[src/rtl/xmpl_dsp_acc_fsm.sv]
`timescale 1ns/1ps
`default_nettype none
// ============================================================================
// xmpl_dsp_acc_fsm : multi-channel saturating accumulate sequencer
// Revision 1.0
// ============================================================================
module xmpl_dsp_acc_fsm #(
    parameter int DATA_W = 12,
    parameter int ACC_W  = 32,
    parameter int NUM_CH = 4,
    parameter int LEN_W  = 8
) (
    input  logic                      clk_i,
    input  logic                      reset_n_i,
    input  logic                      start_i,
    input  logic [$clog2(NUM_CH)-1:0] ch_i,
    input  logic [LEN_W-1:0]          len_i,
    input  logic                      keep_i,
    input  logic                      samp_valid_i,
    output logic                      samp_ready_o,
    input  logic [DATA_W-1:0]         samp_data_i,
    output logic                      res_valid_o,
    input  logic                      res_ready_i,
    output logic [ACC_W-1:0]          res_data_o,
    output logic [$clog2(NUM_CH)-1:0] res_ch_o,
    output logic                      busy_o,
    output logic [31:0]               status_o
);

    localparam int               CH_W    = $clog2(NUM_CH);
    localparam logic [LEN_W-1:0] LEN_ONE = LEN_W'(1);
    localparam logic [ACC_W-1:0] ACC_POS = {1'b0, {(ACC_W-1){1'b1}}};
    localparam logic [ACC_W-1:0] ACC_NEG = {1'b1, {(ACC_W-1){1'b0}}};

    typedef enum logic [1:0] {
        ST_IDLE  = 2'd0,
        ST_ACCUM = 2'd1,
        ST_DONE  = 2'd2
    } state_t;

    state_t             state_q;
    logic [CH_W-1:0]    ch_q;
    logic [LEN_W-1:0]   len_q;
    logic [LEN_W-1:0]   cnt_q;
    logic [ACC_W-1:0]   acc_q;
    logic               sat_q;
    logic               err_len_q;
    logic [7:0]         ops_q;
    logic               samp_ready_q;
    logic               res_valid_q;
    logic               busy_q;
    logic [ACC_W-1:0]   bank_q [NUM_CH];

    logic [ACC_W:0]     sum_d;
    logic [ACC_W-1:0]   acc_d;
    logic               ovf_d;
    logic               last_d;

    // One guard bit above the accumulator: overflow shows as guard != MSB.
    always_comb begin
        sum_d  = {acc_q[ACC_W-1], acc_q}
               + {{(ACC_W+1-DATA_W){samp_data_i[DATA_W-1]}}, samp_data_i};
        ovf_d  = sum_d[ACC_W] ^ sum_d[ACC_W-1];
        acc_d  = sum_d[ACC_W-1:0];
        if (ovf_d) begin
            acc_d = sum_d[ACC_W] ? ACC_NEG : ACC_POS;
        end
        last_d = (cnt_q == (len_q - LEN_ONE));
    end

    always_ff @(posedge clk_i) begin
        if (!reset_n_i) begin
            state_q      <= ST_IDLE;
            ch_q         <= '0;
            len_q        <= '0;
            cnt_q        <= '0;
            acc_q        <= '0;
            sat_q        <= 1'b0;
            err_len_q    <= 1'b0;
            ops_q        <= '0;
            samp_ready_q <= 1'b0;
            res_valid_q  <= 1'b0;
            busy_q       <= 1'b0;
            for (int i = 0; i < NUM_CH; i++) begin
                bank_q[i] <= '0;
            end
        end else begin
            case (state_q)
                ST_IDLE: begin
                    if (start_i) begin
                        if (len_i == '0) begin
                            err_len_q <= 1'b1;
                        end else begin
                            ch_q         <= ch_i;
                            len_q        <= len_i;
                            acc_q        <= keep_i ? bank_q[ch_i] : '0;
                            cnt_q        <= '0;
                            sat_q        <= 1'b0;
                            err_len_q    <= 1'b0;
                            state_q      <= ST_ACCUM;
                            samp_ready_q <= 1'b1;
                            busy_q       <= 1'b1;
                        end
                    end
                end
                ST_ACCUM: begin
                    if (samp_valid_i && samp_ready_q) begin
                        acc_q <= acc_d;
                        cnt_q <= cnt_q + LEN_ONE;
                        if (ovf_d) begin
                            sat_q <= 1'b1;
                        end
                        // Bank is written with the final value on the last-sample edge.
                        if (last_d) begin
                            bank_q[ch_q] <= acc_d;
                            state_q      <= ST_DONE;
                            samp_ready_q <= 1'b0;
                            res_valid_q  <= 1'b1;
                        end
                    end
                end
                ST_DONE: begin
                    if (res_ready_i) begin
                        state_q     <= ST_IDLE;
                        res_valid_q <= 1'b0;
                        busy_q      <= 1'b0;
                        ops_q       <= ops_q + 8'd1;
                    end
                end
                default: begin
                    state_q      <= ST_IDLE;
                    samp_ready_q <= 1'b0;
                    res_valid_q  <= 1'b0;
                    busy_q       <= 1'b0;
                end
            endcase
        end
    end

    assign samp_ready_o = samp_ready_q;
    assign res_valid_o  = res_valid_q;
    assign res_data_o   = acc_q;
    assign res_ch_o     = ch_q;
    assign busy_o       = busy_q;
    assign status_o     = {16'h0000, ops_q, 4'(ch_q), err_len_q, sat_q, state_q};

endmodule
`default_nettype wire

[config.mk]
export PLATFORM = sky130hd
export DESIGN_NAME = xmpl_dsp_acc_fsm
export DESIGN_NICKNAME = d
export VERILOG_FILES = /design/src/rtl/xmpl_dsp_acc_fsm.sv
export SDC_FILE = /design/constraint.sdc
export NUM_CORES = 1
export LEC_CHECK = 0
export CORE_ASPECT_RATIO = 2
export CORE_MARGIN = 2
export CORE_UTILIZATION = 45
export DETAILED_ROUTE_END_ITERATION = 8
export PLACE_DENSITY = 0.7
export SLEW_MARGIN = 20
export SYNTH_ARGS = -nofsm -noshare
export SYNTH_HDL_FRONTEND = slang
export SYNTH_SLANG_ARGS = --single-unit
[constraint.sdc]
create_clock -name clk_i -period 5.6 [get_ports clk_i]
set_clock_uncertainty 0.05 [all_clocks]
set_input_delay 0.56 -clock clk_i [delete_from_list [all_inputs] [get_ports clk_i]]
set_output_delay 0.56 -clock clk_i [all_outputs]
set_load 0.1 [all_outputs]
==> results.toml, run 1 <==
[clocking]
cts-root-buf = "clkbuf_16"
clock_sinks = 193
clk_latency_ns = 0.44
cts_tree = "built"
ctsHoldBuffers = 0
postCtsSetupBuffers = 0
cts_made_buffers = 17
clkSlewWorstSetupHoldPaths_ns = 0.08
cts_resized = 0
cts_buffer_depth = 2
h-tree-depth = 4

[sta]
min_period_ns = 4.13
maxSlewViolCount = 0
whs_ns = 0.428
slew_headroom_pct = 31.6
rsz0062_at_grt = "no"
hold_violations = 0
fmax_mhz = 242
min_period_over_period_pct = 73.8
fin_setup_tns_ns = 0
setup_ws_ns = 1.47
setup_viol_count_final = 0
worst_pin_slew_ns = 1.02

[critical_path]
worst-path-buf-inv = 3
arrival_ns = 4.25
crit_path_start_kind = "input port"
cp-end-kind = "register"
path_max_fanout = 21
critPathTopFamily = "compound AO/OA/AOI/OAI gates"
worstSetupPathType = "input port to register"
crit_chain = "clkdlybuf4s50_1, buf_4, ha_1, and2_1, and3_1, a32o_1, nor2_1, o21ai_0, a21oi_1, o311ai_0, buf_4, a21oi_1, nor2_1"
crit_slowest_cell = "a21oi_1"
cp.required_ns = 5.71
slowest_delay_ns = 0.54

[final_layout]
finalNonFillerCells = 1311
syn2layout_area_growth_pct = 14.5
final_util_pct = 52.5
final_cell_area_sq_um = 11900
final_nets = 1082
drive_above_1_share_pct = 9.99
final_common_cell = "nor2_1"
final_cell_mix = "149 x nor2_1, 128 x edfxtp_1, 77 x clkdlybuf4s50_1"
diodes = 0

[global_routing]
grt.overflow.total = 0
antenna_found_initial = 0
grt_pass1_wl_mm = 44.6
grt_pass1_vias = 8214
grt_use_total_pct = 24.0
grt_max_degree = 39

[placed_design]
place_inst = 1279
io_buffer_count = 78
globalplace.congestion = 0.968
pre_cts_slack_ns = 1.14
place_area_sq_um = 11300
dp_hpwl_mm = 19.5

[routing]
detail-route-antenna-nets = 0
drtIter0Drc = 552
routed_wl_mm = 29.0
firstDrtPassIters = 5
wl_per_cell_microns = 22.1
drc = 0
viasPerCell = 6.05
vias = 7934

[run_status]
outcome = "completed"

[floorplan]
core_area_sq_um = 22600
start_util_pct = 45.9
num_io_pins = 97
fp-row-count = 78
die-area_sq_um = 24400
die_w_microns = 111
die_y_microns = 219

[synthesis]
synth-seq-cells = 193
synthArstFlopShare_pct = 0
ys_types = 71
synth-edff-count = 128
syn_inst = 963
ys.flop_type = "edfxtp_1"
syn_area_sq_um = 10400
synth_warnings = 0
ys_seq_area_share_pct = 49.5
syn_avg_cell_area_sq_um = 10.8

[power]
powerDensity_nw_per_um2 = 317
p_leak_nw = 4.73
total_power_mw = 3.77
ir_worst_vdd_v = 0.000245

[job]
maxCapViolCount = 0

[worst_hold_path]
hold_path_class = "register to register"
==> registers in the layout, indices dropped and copies added, names as in the netlist, 2 cells and up <==
name / count
bank_q: 128
cnt_q: 8
len_q: 8
ops_q: 8
res_ch_o: 2
res_data_o: 32
state_q: 2
==> kinds of logic (layout without fill, tap and decap cells) <==
logic type / after synthesis / count (layout) / share of synthesized area [%]
AOI/OAI and AO/OA: 240 / 240 / 15.9
xor gates and xnor gates: 50 / 50 / 4.22
adders and majority gates: 36 / 36 / 4.41
buffers and inverters: 91 / 142 / 4.47
DFF: 193 / 193 / 49.5
muxes: 36 / 36 / 7.49
other: 1 / 18 / 0.0361
and+or+nand+nor: 316 / 316 / 13.9
==> layer usage <==
metal / track usage (%) / routed length [microns] / vias to the layer above
li1: - / - / 3609
met1: 24.5 / 9560 / 3857
met2: 45.1 / 15600 / 373
met3: 3.48 / 1870 / 95
met4: 15.4 / 1900 / 0
met5: 0 / 0 / -
==> worst paths after layout <==
| kind | from | end | slack (ns) | cells after the start |
|---|---|---|---|---|
| min reg2reg | res_valid_o | res_valid_o | 0.43 | 2 |
| min | res_valid_o | res_valid_o | 0.43 | 2 |
| max reg2reg | len_q[0] | bank_q[2][0] | 1.52 | 11 |
| max | samp_data_i[11] | bank_q[2][25] | 1.47 | 13 |
==> worst register-to-register path, stage by stage, from the launching register on <==
cell	delay, ns
dfxtp_1	0.35
inv_1	0.07
ha_1	0.16
nor3b_2	0.31
nand2_1	0.09
o211ai_1	0.16
o211ai_1	0.15
a2111oi_4	0.50
nand3_2	0.13
or3b_2	0.83
nand2_1	0.61
buf_4	0.36
==> layout make-up <==
type | instances | area (sq um)
fillers | 2024 | 10800
inverters | 13 | 48.8
clock buffers | 19 | 454
repair buffers | 97 | 918
flip-flops and latches | 193 | 5140
well taps | 280 | 350
clock inverters | 13 | 131
multi-input cells | 696 | 4840
==> cell usage after synthesis, types with 13 or more instances <==
library cell  number  area share [%]
edfxtp_1         128              37
buf_2             16            0.77
inv_1             13            0.47
dfxtp_1           65              13
a22o_1            24             2.0
nand3_1           15            0.72
a21o_1            18             1.3
a21oi_1           73             3.5
o21ai_0           29             1.4
nor2b_1           15            0.90
mux4_2            32             6.9
nor2_1           150             5.4
ha_1              35             4.2
nand2_1           67             2.4
and2_1            15            0.90
a211o_1           21             1.8
xor2_1            19             1.6
clkbuf_1          33             1.2
xnor2_1           31             2.6
buf_4             23             1.7
==> where the power goes <==
| part | total, mW | switching [mW] | internal [mW] |
|---|---|---|---|
| combinational | 0.933 | 0.661 | 0.272 |
| sequential | 1.62 | 0.0500 | 1.57 |
| clock | 1.22 | 0.597 | 0.620 |
| total | 3.77 | 1.31 | 2.46 |
(Power assumes the default switching activity.)
==> run 2: changes to the inputs <==
- clock period: 5.6 -> 3.95 ns (I/O delays scaled with it)
==> run 2 against run 1 <==
Effect of this change: total power rose by 43%; count of clock-buffer cells in the layout decreased by 2; sequential cell count is the same; worst setup slack got worse by 1.1 ns; non-clock buffer count is 72 higher; largest cell class unchanged; highest routed layer unchanged.
==> results.toml, run 2 (synthesis results as in run 1) <==
[run_status]
outcome = "completed"

[sta]
whs_ns = 0.429
rsz0062_at_grt = "no"
hold_violations = 0
slew_headroom_pct = 32.5
setup_viol_count_final = 0
fin_setup_tns_ns = 0
min_period_ns = 3.55
min_period_over_period_pct = 89.8
worst_pin_slew_ns = 1.01
maxSlewViolCount = 0
fmax_mhz = 282

[power]
comb_power_share_pct = 26.6
total_power_mw = 5.40
ir_worst_vdd_v = 0.000332
p_switching_mw = 1.85
clockPowerShare_pct = 30.8
p_sw_share_pct = 34.3
powerDensity_nw_per_um2 = 433
p_int_mw = 3.55
power_frac_seq_pct = 42.6
p_leak_nw = 5.09

[critical_path]
path_max_fanout = 26
worstSetupPathType = "input port to register"
cp.required_ns = 4.07
rrSetupSlack_ns = 0.45
cp-end-kind = "register"
crit_path_start_kind = "input port"
arrival_ns = 3.67

[routing]
drc = 0
viasPerCell = 5.90
firstDrtPassIters = 5
routed_wl_mm = 29.2
vias = 8166
wl_per_cell_microns = 21.1
detail-route-antenna-nets = 0
drtIter0Drc = 445

[clocking]
cts_resized = 0
clkSlewWorstSetupHoldPaths_ns = 0.07
cts-root-buf = "clkbuf_16"
ctsHoldBuffers = 0
h-tree-depth = 4
cts_made_buffers = 17
clock_sinks = 193
cts_tree = "built"
cts_buffer_depth = 2
postCtsSetupBuffers = 0
clk_latency_ns = 0.44

[placed_design]
dp_hpwl_mm = 20.2
place_inst = 1351
globalplace.congestion = 0.910
io_buffer_count = 78

[final_layout]
register_area_sq_um = 5150
final_util_pct = 55.1
regMostFlops = "bank_q"
multi_input_area_sq_um = 4850
syn2layout_area_growth_pct = 20.1
final_nets = 1154
largest_register_ff_count = 128
final_cell_mix = "149 x nor2_1, 128 x edfxtp_1, 87 x buf_4"
diodes = 0
finalNonFillerCells = 1383
drive_above_1_share_pct = 16.1
final_common_cell = "nor2_1"
fill_cells = 2032

[floorplan]
fp-row-count = 78
die_y_microns = 219
start_util_pct = 45.9
core_area_sq_um = 22600
die-area_sq_um = 24400
die_w_microns = 111
num_io_pins = 97

[global_routing]
grt_max_degree = 34
grt_pass1_wl_mm = 44.8
grt_pass1_vias = 8373
grt_use_total_pct = 24.0
antenna_found_initial = 0
grt.overflow.total = 0

[job]
maxCapViolCount = 0

[worst_hold_path]
hold_path_class = "register to register"
==> run 2: cell types whose count changed in the layout (fill, tap and decap cells not counted), moves of 2 or more <==
| cell | before | now |
|---|---|---|
| clkinv_4 | 2 | 4 |
| clkinv_2 | 0 | 2 |
| clkinvlp_4 | 2 | 0 |
| inv_8 | 6 | 2 |
| inv_6 | 1 | 5 |
| buf_12 | 0 | 4 |
| buf_4 | 19 | 87 |
==> run 2: power by group through the flow <==
stage	sequential, mW	combinational [mW]	clock, mW
5_1_grt	2.31	1.53	1.75
3_3_place_gp	2.34	1.42	0
6_report	2.30	1.44	1.66
4_1_cts	2.30	1.44	1.67
2_1_floorplan	2.55	0.770	0
3_5_place_dp	2.35	1.43	0
==> run 2: path summary, 6_finish.rpt <==
path,from,end,cells past startpoint
max,samp_data_i[0],bank_q[0][2],13
min,sat_q,sat_q,2
max reg2reg,res_data_o[1],bank_q[0][25],11
min reg2reg,sat_q,sat_q,2
==> run 2: critical path, stage by stage <==
cell	delay, ns
clkdlybuf4s50_1	0.47
ha_1	0.19
inv_1	0.06
fa_1	0.37
nand2b_1	0.17
a21o_1	0.17
a31o_2	0.25
a21o_1	0.21
a31o_2	0.24
or2_4	0.23
mux2_4	0.42
a31oi_1	0.40
nor2_1	0.09
==> run 2: through the flow <==
stage,area [sq um],setup WS (ns)
after CTS,12500,0.437
after global placement,11900,0.00417
after detailed placement,11900,-0.0114
after floorplan,10500,0.00439
after global routing,12500,0.203
final,12500,0.402
==> run 2: cell type report <==
type                       count  area share, %
clock inverter                15           1.15
multi-input combinational    696           38.9
clock buffer                  17           3.41
tap                          280           2.81
inverter                      13          0.391
sequential                   193           41.3
timing repair buffer         169           12.1
==> run 2: routing by layer <==
metal / global-route usage [%] / vias to the layer above / part of all wire [%]
li1: - / 3765 / -
met1: 23.9 / 3951 / 34
met2: 45.4 / 345 / 54
met3: 3.04 / 105 / 5.4
met4: 16.9 / 0 / 7.0
met5: 0 / - / 0
==> run 3: changes to the inputs <==
- DONT_BUFFER_PORTS: not set -> 1
- PLACE_DENSITY: 0.7 -> 0.65
==> run 3 against run 2 <==
Effect of this change: sequential share of layout area is 3.7 points higher; combinational power is 15% lower; worst setup slack got worse by 0.20 ns; clock power hardly changed; routed wire length decreased by 1.2%; critical path depth shrank 2; first-iteration DRC count grew 4.9%; sequential power hardly changed; highest routed layer unchanged.
==> results.toml, run 3 (synthesis results as in run 1) <==
[run_status]
outcome = "completed"

[power]
powerDensity_nw_per_um2 = 457
p_leak_nw = 4.66
ir_worst_vdd_v = 0.000277

[floorplan]
die-area_sq_um = 24400
die_w_microns = 111
core_area_sq_um = 22600
die_y_microns = 219
fp-row-count = 78
start_util_pct = 45.9
num_io_pins = 97

[final_layout]
syn2layout_area_growth_pct = 10.1
regMostFlops = "bank_q"
drive_above_1_share_pct = 14.6
diodes = 0
largest_register_ff_count = 128
final_cell_area_sq_um = 11400
final_nets = 1044
final_util_pct = 50.5
final_cell_mix = "149 x nor2_1, 128 x edfxtp_1, 73 x a21oi_1"
final_common_cell = "nor2_1"

[clocking]
cts-root-buf = "clkbuf_16"
clk_latency_ns = 0.44
cts_tree = "built"
cts_buffer_depth = 2
ctsHoldBuffers = 0
clock_sinks = 193
h-tree-depth = 4
clkSlewWorstSetupHoldPaths_ns = 0.08
postCtsSetupBuffers = 0
cts_made_buffers = 17

[global_routing]
grt_max_degree = 40
antenna_found_initial = 0
grt_pass1_wl_mm = 44.5
grt_pass1_vias = 8037
grt_use_total_pct = 24.1
grt.overflow.total = 0

[critical_path]
worstSetupPathType = "register to register"
reg2reg_from = "res_data_o[3]"
crit_chain = "ha_1, o211ai_1, o211ai_1, a32o_1, nor2_1, o21ai_1, a21oi_1, o311ai_0, buf_4, a21oi_1, nor2_1"
cp.required_ns = 4.19
crit_path_start_kind = "register"
reg2regPathDepth = 11
crit_slowest_cell = "o311ai_0"
cp-end-kind = "register"
path_max_fanout = 4
arrival_ns = 3.99
slowest_delay_ns = 0.72
r2r-end = "bank_q[2][25]"
rrSetupSlack_ns = 0.20

[placed_design]
dp_hpwl_mm = 20.1
globalplace.congestion = 0.904
io_buffer_count = 0
place_area_sq_um = 10900

[routing]
routed_wl_mm = 28.8
vias = 7629
drc = 0
detail-route-antenna-nets = 0
drtIter0Drc = 467
firstDrtPassIters = 5
viasPerCell = 5.99
wl_per_cell_microns = 22.6

[sta]
setup_viol_count_final = 0
slew_headroom_pct = 23.0
worst_pin_slew_ns = 1.15
fmax_mhz = 267
hold_violations = 0
fin_setup_tns_ns = 0
min_period_ns = 3.75
rsz0062_at_grt = "no"
maxSlewViolCount = 0
min_period_over_period_pct = 95.0

[worst_hold_path]
hp-start = "reset_n_i"
hold_path_class = "input port to register"
hold_depth = 1
hold_end = "ops_q[6]"

[job]
maxCapViolCount = 0
run 3: cell types whose count changed in the layout (fill, tap and decap cells not counted), moves of 2 or more:
cell / before / now
dfxtp_1: 64 / 62
clkdlybuf4s50_1: 77 / 0
buf_12: 4 / 2
clkinv_2: 2 / 0
buf_4: 87 / 57
clkinv_1: 0 / 2
dfxtp_2: 1 / 3
run 3: what timing repair did:
action | CTS | global route
gates resized for setup | 0 | 1
hold endpoints to repair | 0 | 0
endpoints found under the setup margin | 0 | 5
run 3: worst max path at each step:
stage	from	end	slack (ns)
global route	res_data_o[3]	bank_q[1][25]	0.05
global placement	samp_data_i[4]	bank_q[0][25]	0.07
finish	res_data_o[3]	bank_q[2][25]	0.20
detailed placement	samp_data_i[4]	bank_q[1][25]	0.05
CTS	res_data_o[4]	bank_q[0][25]	0.09
floorplan	state_q[0]	bank_q[0][0]	0.004
run 3: area by class of cell:
cell class / instances / area, sq um
Clock buffer: 17 / 425
Clock inverter: 15 / 151
Fill cell: 2086 / 11200
Inverter: 13 / 48.8
Multi-Input combinational cell: 696 / 4850
Sequential cell: 193 / 5150
Tap cell: 280 / 350
Timing Repair Buffer: 59 / 468
run 3: metal layers:
metal	vias to the layer above	GRT usage [%]	routed length, microns
met5	-	0	0
met2	268	47.5	16200
met3	85	3.51	1370
met1	3734	23.1	9460
li1	3542	-	-
met4	0	14.7	1770
run 3: where the power goes:
part | total, mW | leakage, nW | internal [mW] | switching (mW)
clock network | 1.68 | 0.279 | 0.888 | 0.797
logic | 1.22 | 2.53 | 0.348 | 0.870
registers | 2.33 | 1.85 | 2.23 | 0.0990
run 3: per-stage QoR:
step	std cells	power, mW	worst slack [ns]	hold slack, ns
2_1_floorplan	980	3.32	0.00439	0.392
3_3_place_gp	1241	3.58	0.0688	0.430
3_5_place_dp	1241	3.59	0.0535	0.440
4_1_cts	1273	5.26	0.0948	0.0178
5_1_grt	1273	5.42	0.0500	0.0116
6_report	1273	5.23	0.199	0.0357
run 3: critical path, delay by kind of cell (launching register included):
family                   cells  cell delay [ns]
adder cells (fa/ha/maj)      1             0.35
buffers and inverters        1             0.25
AND/OR/NAND/NOR              2             0.26
AO/OA/AOI/OAI                7             2.35
flip-flops                   1             0.33
==> variant 1, RTL diff (settings of run 2) <==
Set the parameter `ACC_W` to 36 (it was 32).
--- a/src/rtl/xmpl_dsp_acc_fsm.sv
+++ b/src/rtl/xmpl_dsp_acc_fsm.sv
@@ -6,7 +6,7 @@
 // ============================================================================
 module xmpl_dsp_acc_fsm #(
     parameter int DATA_W = 12,
-    parameter int ACC_W  = 32,
+    parameter int ACC_W  = 36,
     parameter int NUM_CH = 4,
     parameter int LEN_W  = 8
 ) (
Ports: changed (resized res_data_o); port bits go from 97 to 101. No check against the original RTL was run, so the function may have changed too.
==> variant 1 against run 2 <==
Worst setup slack got worse by 0.079 ns; wire length rose by 26%; total power rose by 20%; cell area rose by 14%; register-to-register slack got worse by 0.09 ns; cell count rose by 17%; area after synthesis rose by 15%; sequential cell count rose by 20; sequential share of layout area fell by 1.2 points; critical path type unchanged.
==> variant 1: results (changes against run 2) <==
* Number of nets in the layout: 1325 (+15%)
* EDFF count, synth: 144 (+13%)
- The wire length of the first global-routing pass is 55500 µm (+24%).
* H-tree level count: 1 (-3)
- The post-synthesis cell type count came to 79 (+11%).
- The number of standard cells in the final layout excluding fillers came to 1615 (+17%).
* Pin count of the biggest net entering global routing: 38 (+12%)
* Num CTS Buffers: 21 (+4)
* Clock slew at the register clock pins of the worst setup and hold paths: about 0.06 ns
- In this run the worst setup path begins at samp_data_i[11].
- Reported leakage power: 5.45 nW (+7.2%)
- Delay-heaviest family, CP: compound AO/OA/AOI/OAI gates
- Initial DRC count: 773 (+74%)
- The sequential fraction of the synthesis area was 47.6% (-1.9 points).
* Cell at the slowest stage of the critical path: sky130_fd_sc_hd__a2111oi_0
- Maximum resistive drop on vdd: 0.000379 V (+14%)
* Worst hold path startpoint: reset_n_i
- Placed wire-length estimate after detailed placement: 26000 µm (+28%)
* Highest net fanout along the worst path: 25 (-3.8%)
* Ranking of synthesized cells by area: sky130_fd_sc_hd__edfxtp_1, sky130_fd_sc_hd__dfxtp_1, sky130_fd_sc_hd__mux4_2
- The flow ran to the end, and the final reports show no timing, DRC or antenna violations.
- Reg2reg start: res_data_o[0]$_SDFFE_PN0P_
- Port Buffers: 82 (+5.1%)
- Number of antenna diodes: 0 (unchanged)
- The routed via count divided by cell count came to 6.03 (+2.0%).
- Data arrival at the endpoint of the critical path: 3.93 ns (+0.26 ns)
- Number of global-route vias before repair: 9771 (+17%)
- The final weighted congestion in routability-driven placement was 0.967 (+6.3%).
* Slowest stage delay, CP: 0.62 ns (+0.15 ns)
- The number of flip-flops under the largest register name was 144 (+13%).
- Cell area reported after detailed placement: 13600 µm² (+14%)
* Top cells by count, synth: sky130_fd_sc_hd__nor2_1, sky130_fd_sc_hd__edfxtp_1, sky130_fd_sc_hd__nand2_1
- Average wire length per cell after detail routing: 22.7 µm (+7.7%)
- The total routing resource utilization after global routing came to 25.9% (+1.9 points).
* Fraction of layout instances using a drive strength above 1: 16.6% (+0.46 points)
* Hold/Removal Path Class: in2reg
- Clock tree buffer depth: 3 (+1)
- The relative slew slack was 33.7% (+1.2 points).
- The latest clock arrival within the worst-skew pair is 0.50 ns (+0.06 ns).
- Post-synthesis instance total: 1142 (+19%)
-- variant 1: cell types whose count changed in the layout (fill, tap and decap cells not counted), moves of 8 or more --
cell,change
sky130_fd_sc_hd__a22oi_1,+19
sky130_fd_sc_hd__a21boi_0,+8
sky130_fd_sc_hd__edfxtp_1,+16
sky130_fd_sc_hd__nand2_1,+20
sky130_fd_sc_hd__nand4_1,+10
sky130_fd_sc_hd__nor2_1,+25
sky130_fd_sc_hd__nor3_1,+14
sky130_fd_sc_hd__maj3_2,+25
sky130_fd_sc_hd__a211o_1,-17
sky130_fd_sc_hd__a21o_1,-13
sky130_fd_sc_hd__o21ai_1,+15
sky130_fd_sc_hd__o21ai_0,+17
sky130_fd_sc_hd__a22o_1,-20
-- variant 1: layout make-up --
class | instances | area [µm²]
clock inverters | 11 | 109
clock buffers | 26 | 554
well taps | 344 | 430
repair buffers | 172 | 1590
flip-flops and latches | 213 | 5710
inverters | 15 | 56.3
multi-input cells | 834 | 5790
fillers | 2310 | 12000
-- variant 1: per-stage QoR --
step	utilization, %	worst slack (ns)
finish	54.2	0.324
global route	54.2	0.143
CTS	54.2	0.408
detailed placement	51.7	-0.0829
global placement	51.7	-0.0701
floorplan	-	0.0629
-- variant 1: worst paths after layout --
kind / cells after the start / slack [ns] / end
max: 13 / 0.32 / bank_q[1][30]$_SDFFCE_PN0P_
min: 2 / 0.36 / cnt_q[0]$_SDFFE_PN0P_
max reg2reg: 12 / 0.36 / bank_q[1][30]$_SDFFCE_PN0P_
min reg2reg: 2 / 0.42 / err_len_q$_SDFFE_PN0P_
-- variant 1: logic make-up (layout without fill, tap and decap cells) --
family,after synthesis,in the layout,share of synthesized area (%)
DFF,213,213,47.6
AOI/OAI and AO/OA,265,265,14.7
muxes,38,38,6.94
other,1,18,0.0313
buffers and inverters,112,224,4.74
xor gates and xnor gates,55,55,4.02
and+or+nand+nor,388,388,14.9
adders and majority gates,70,70,7.01
-- variant 1: power by group --
group	internal, mW	total, mW	switching [mW]
logic	0.669	1.98	1.31
registers	2.46	2.54	0.0787
clock network	1.13	1.97	0.843
total	4.26	6.49	2.23
-- variant 1: per-layer routing --
metal | part of all wire (%) | GRT usage, % | vias up
met3 | 5.5 | 2.26 | 117
met1 | 33 | 27.3 | 4728
met5 | 0 | 0 | -
met2 | 53 | 48.1 | 467
met4 | 7.7 | 17.1 | 0
li1 | - | - | 4419
==> variant 2, RTL diff (settings of run 2) <==
Made on the original files. Reset style: asynchronous (`reset_n_i`), changed in one clocked block.
--- a/src/rtl/xmpl_dsp_acc_fsm.sv
+++ b/src/rtl/xmpl_dsp_acc_fsm.sv
@@ -68,7 +68,7 @@
         last_d = (cnt_q == (len_q - LEN_ONE));
     end
 
-    always_ff @(posedge clk_i) begin
+    always_ff @(posedge clk_i or negedge reset_n_i) begin
         if (!reset_n_i) begin
             state_q      <= ST_IDLE;
             ch_q         <= '0;
Formal check against the unedited RTL: differs if reset_n_i is asserted again (counterexample within 4 cycles, from zero or initial values and one cycle with reset_n_i low); with reset_n_i held inactive, the same outputs for 4 cycles.
==> variant 2 against run 2 <==
Synthesized cell count up 13%; core utilization fell by 1.6 points; cell count grew 6.4%; sequential share of layout area down 2.4 points; sequential cell count unchanged; worst setup slack worse by 0.15 ns; maximum frequency fell by 4.1%; area after synthesis is 2.1% higher; highest routed layer unchanged; first-iteration DRC count grew 47%; via count rose by 4.8%; wire length shrank 5.4%; cell area down 0.43%.
Power is not compared: it rests on default switching activity, and its combinational part moved more than twofold at a synthesized area within 25%.
==> variant 2: results (changes against run 2) <==
* Outcome: completed
* Wire length on met1: 10600 µm (+7.3%)
- The number of DRC violations after detailed-routing iteration 0 was 654 (+47%).
- In this run the clock root is driven by a sky130_fd_sc_hd__clkbuf_16.
- GRT Overall Usage: 22.7% (-1.3 points)
- The net total in the final layout came to 1240 (+7.5%).
- The cell total after placement came to 1439 (+6.5%).
- Counting instances in the post-synthesis netlist gives the leading cell types as sky130_fd_sc_hd__dfrtp_1, sky130_fd_sc_hd__nand2_1, sky130_fd_sc_hd__o21ai_0.
- The post-synthesis compound-gate area fraction was 18.7% (+2.8 points).
- The final number of max-transition violations came to 0 (unchanged).
- Non-filler instance count after layout: 1472 (+6.4%)
* Fraction of standard cell area in multi-input logic: 43.0% (+4.2 points)
* Fraction of layout instances using a drive strength above 1: 12.9% (-3.3 points)
- Inverters, non-clock: 14 (+1)
- The wire length reported by the detailed router was 27600 µm (-5.4%).
* GPL Wtd Cong: 0.935 (+2.8%)
- The worst hold path depth came to 1 (-1).
- GR Layer Usage met1: 26.2% (+2.3 points)
* Sequential element share of the synthesized area: 45.5% (-4.0 points)
- Wire length on met2: 14600 µm (-6.7%)
* Multi-input combinational cell count: 819 (+18%)
- The synthesized area per cell is 9.71 µm² (-10%).
- The relative area of clock buffers and inverters in the final design was 4.69% (+0.12 points).
- The cell area after placement was 11800 µm² (-0.64%).
- Synth unique cells: 66 (-7.0%)
- Met2 layer usage reported by global route: 40.1% (-5.2 points)
* Sequential portion of the cell area: 38.9% (-2.4 points)
- The met3 usage was 4.44% (+1.4 points).
* Pre-CTS setup slack: -0.103 ns (-0.0911 ns)
- The share of cell area taken by muxes after synthesis is 8.58% (+1.1 points).
* Top flip-flop cell by instance count after synthesis: sky130_fd_sc_hd__dfrtp_1
- Depth of the most critical reg-to-reg path: 10 (-1)
- Yosys attributes the largest share of cell area to sky130_fd_sc_hd__dfrtp_1, sky130_fd_sc_hd__mux4_2, sky130_fd_sc_hd__nand2_1.
- The wire length of the first global-routing pass was 44700 µm (-0.15%).
- Data-path buffer share of cell area in the final layout: 10.1% (-2.0 points)
* Detail-routed via count per cell: 5.82 (-1.5%)
- Highest net fanout along the worst path: 19 (-27%)
* Pin count of the biggest net entering global routing: 110 (+220%)
* Post-synthesis instance total: 1092 (+13%)
* Xor-xnor portion of the synthesized cell area: 4.13% (-0.087 points)
- Data arrival at the endpoint of the critical path: 4.03 ns (+0.36 ns)
* Number of filler cells placed in the layout: 2048 (+0.79%)
- Non-clock buffers: 131 (-22%)
- The post-synthesis async set-or-reset flop share is 100% (+100 points).
* Slowest stage delay, CP: 0.49 ns (+0.02 ns)
* Placed wire-length estimate after detailed placement: 20000 µm (-1.2%)
- Initial antenna violation count: 0 (unchanged)
- The met3 wirelength from detailed routing was 1260 µm (-20%).
- Synth Area in Adders: 4.32% (-0.091 points)
-- variant 2: where the power goes --
| group | switching [mW] | internal, mW | total, mW |
|---|---|---|---|
| Sequential | 0.409 | 2.36 | 2.77 |
| Combinational | 4.71 | 2.15 | 6.86 |
| Clock | 0.780 | 0.941 | 1.72 |
| Total | 5.90 | 5.46 | 11.4 |
-- variant 2: final timing paths --
check,from,to,slack [ns]
setup reg to reg,res_data_o[11]$_DFFE_PN0P_,bank_q[59]$_DFFE_PN0P_,0.33
hold reg to reg,ops_q[7]$_DFFE_PN0P_,ops_q[7]$_DFFE_PN0P_,0.43
min in group asynchronous,reset_n_i,bank_q[102]$_DFFE_PN0P_,0.51
setup / recovery,samp_data_i[11],bank_q[59]$_DFFE_PN0P_,0.25
max in group asynchronous,reset_n_i,res_data_o[21]$_DFFE_PN0P_,2.27
hold / removal,ops_q[7]$_DFFE_PN0P_,ops_q[7]$_DFFE_PN0P_,0.43
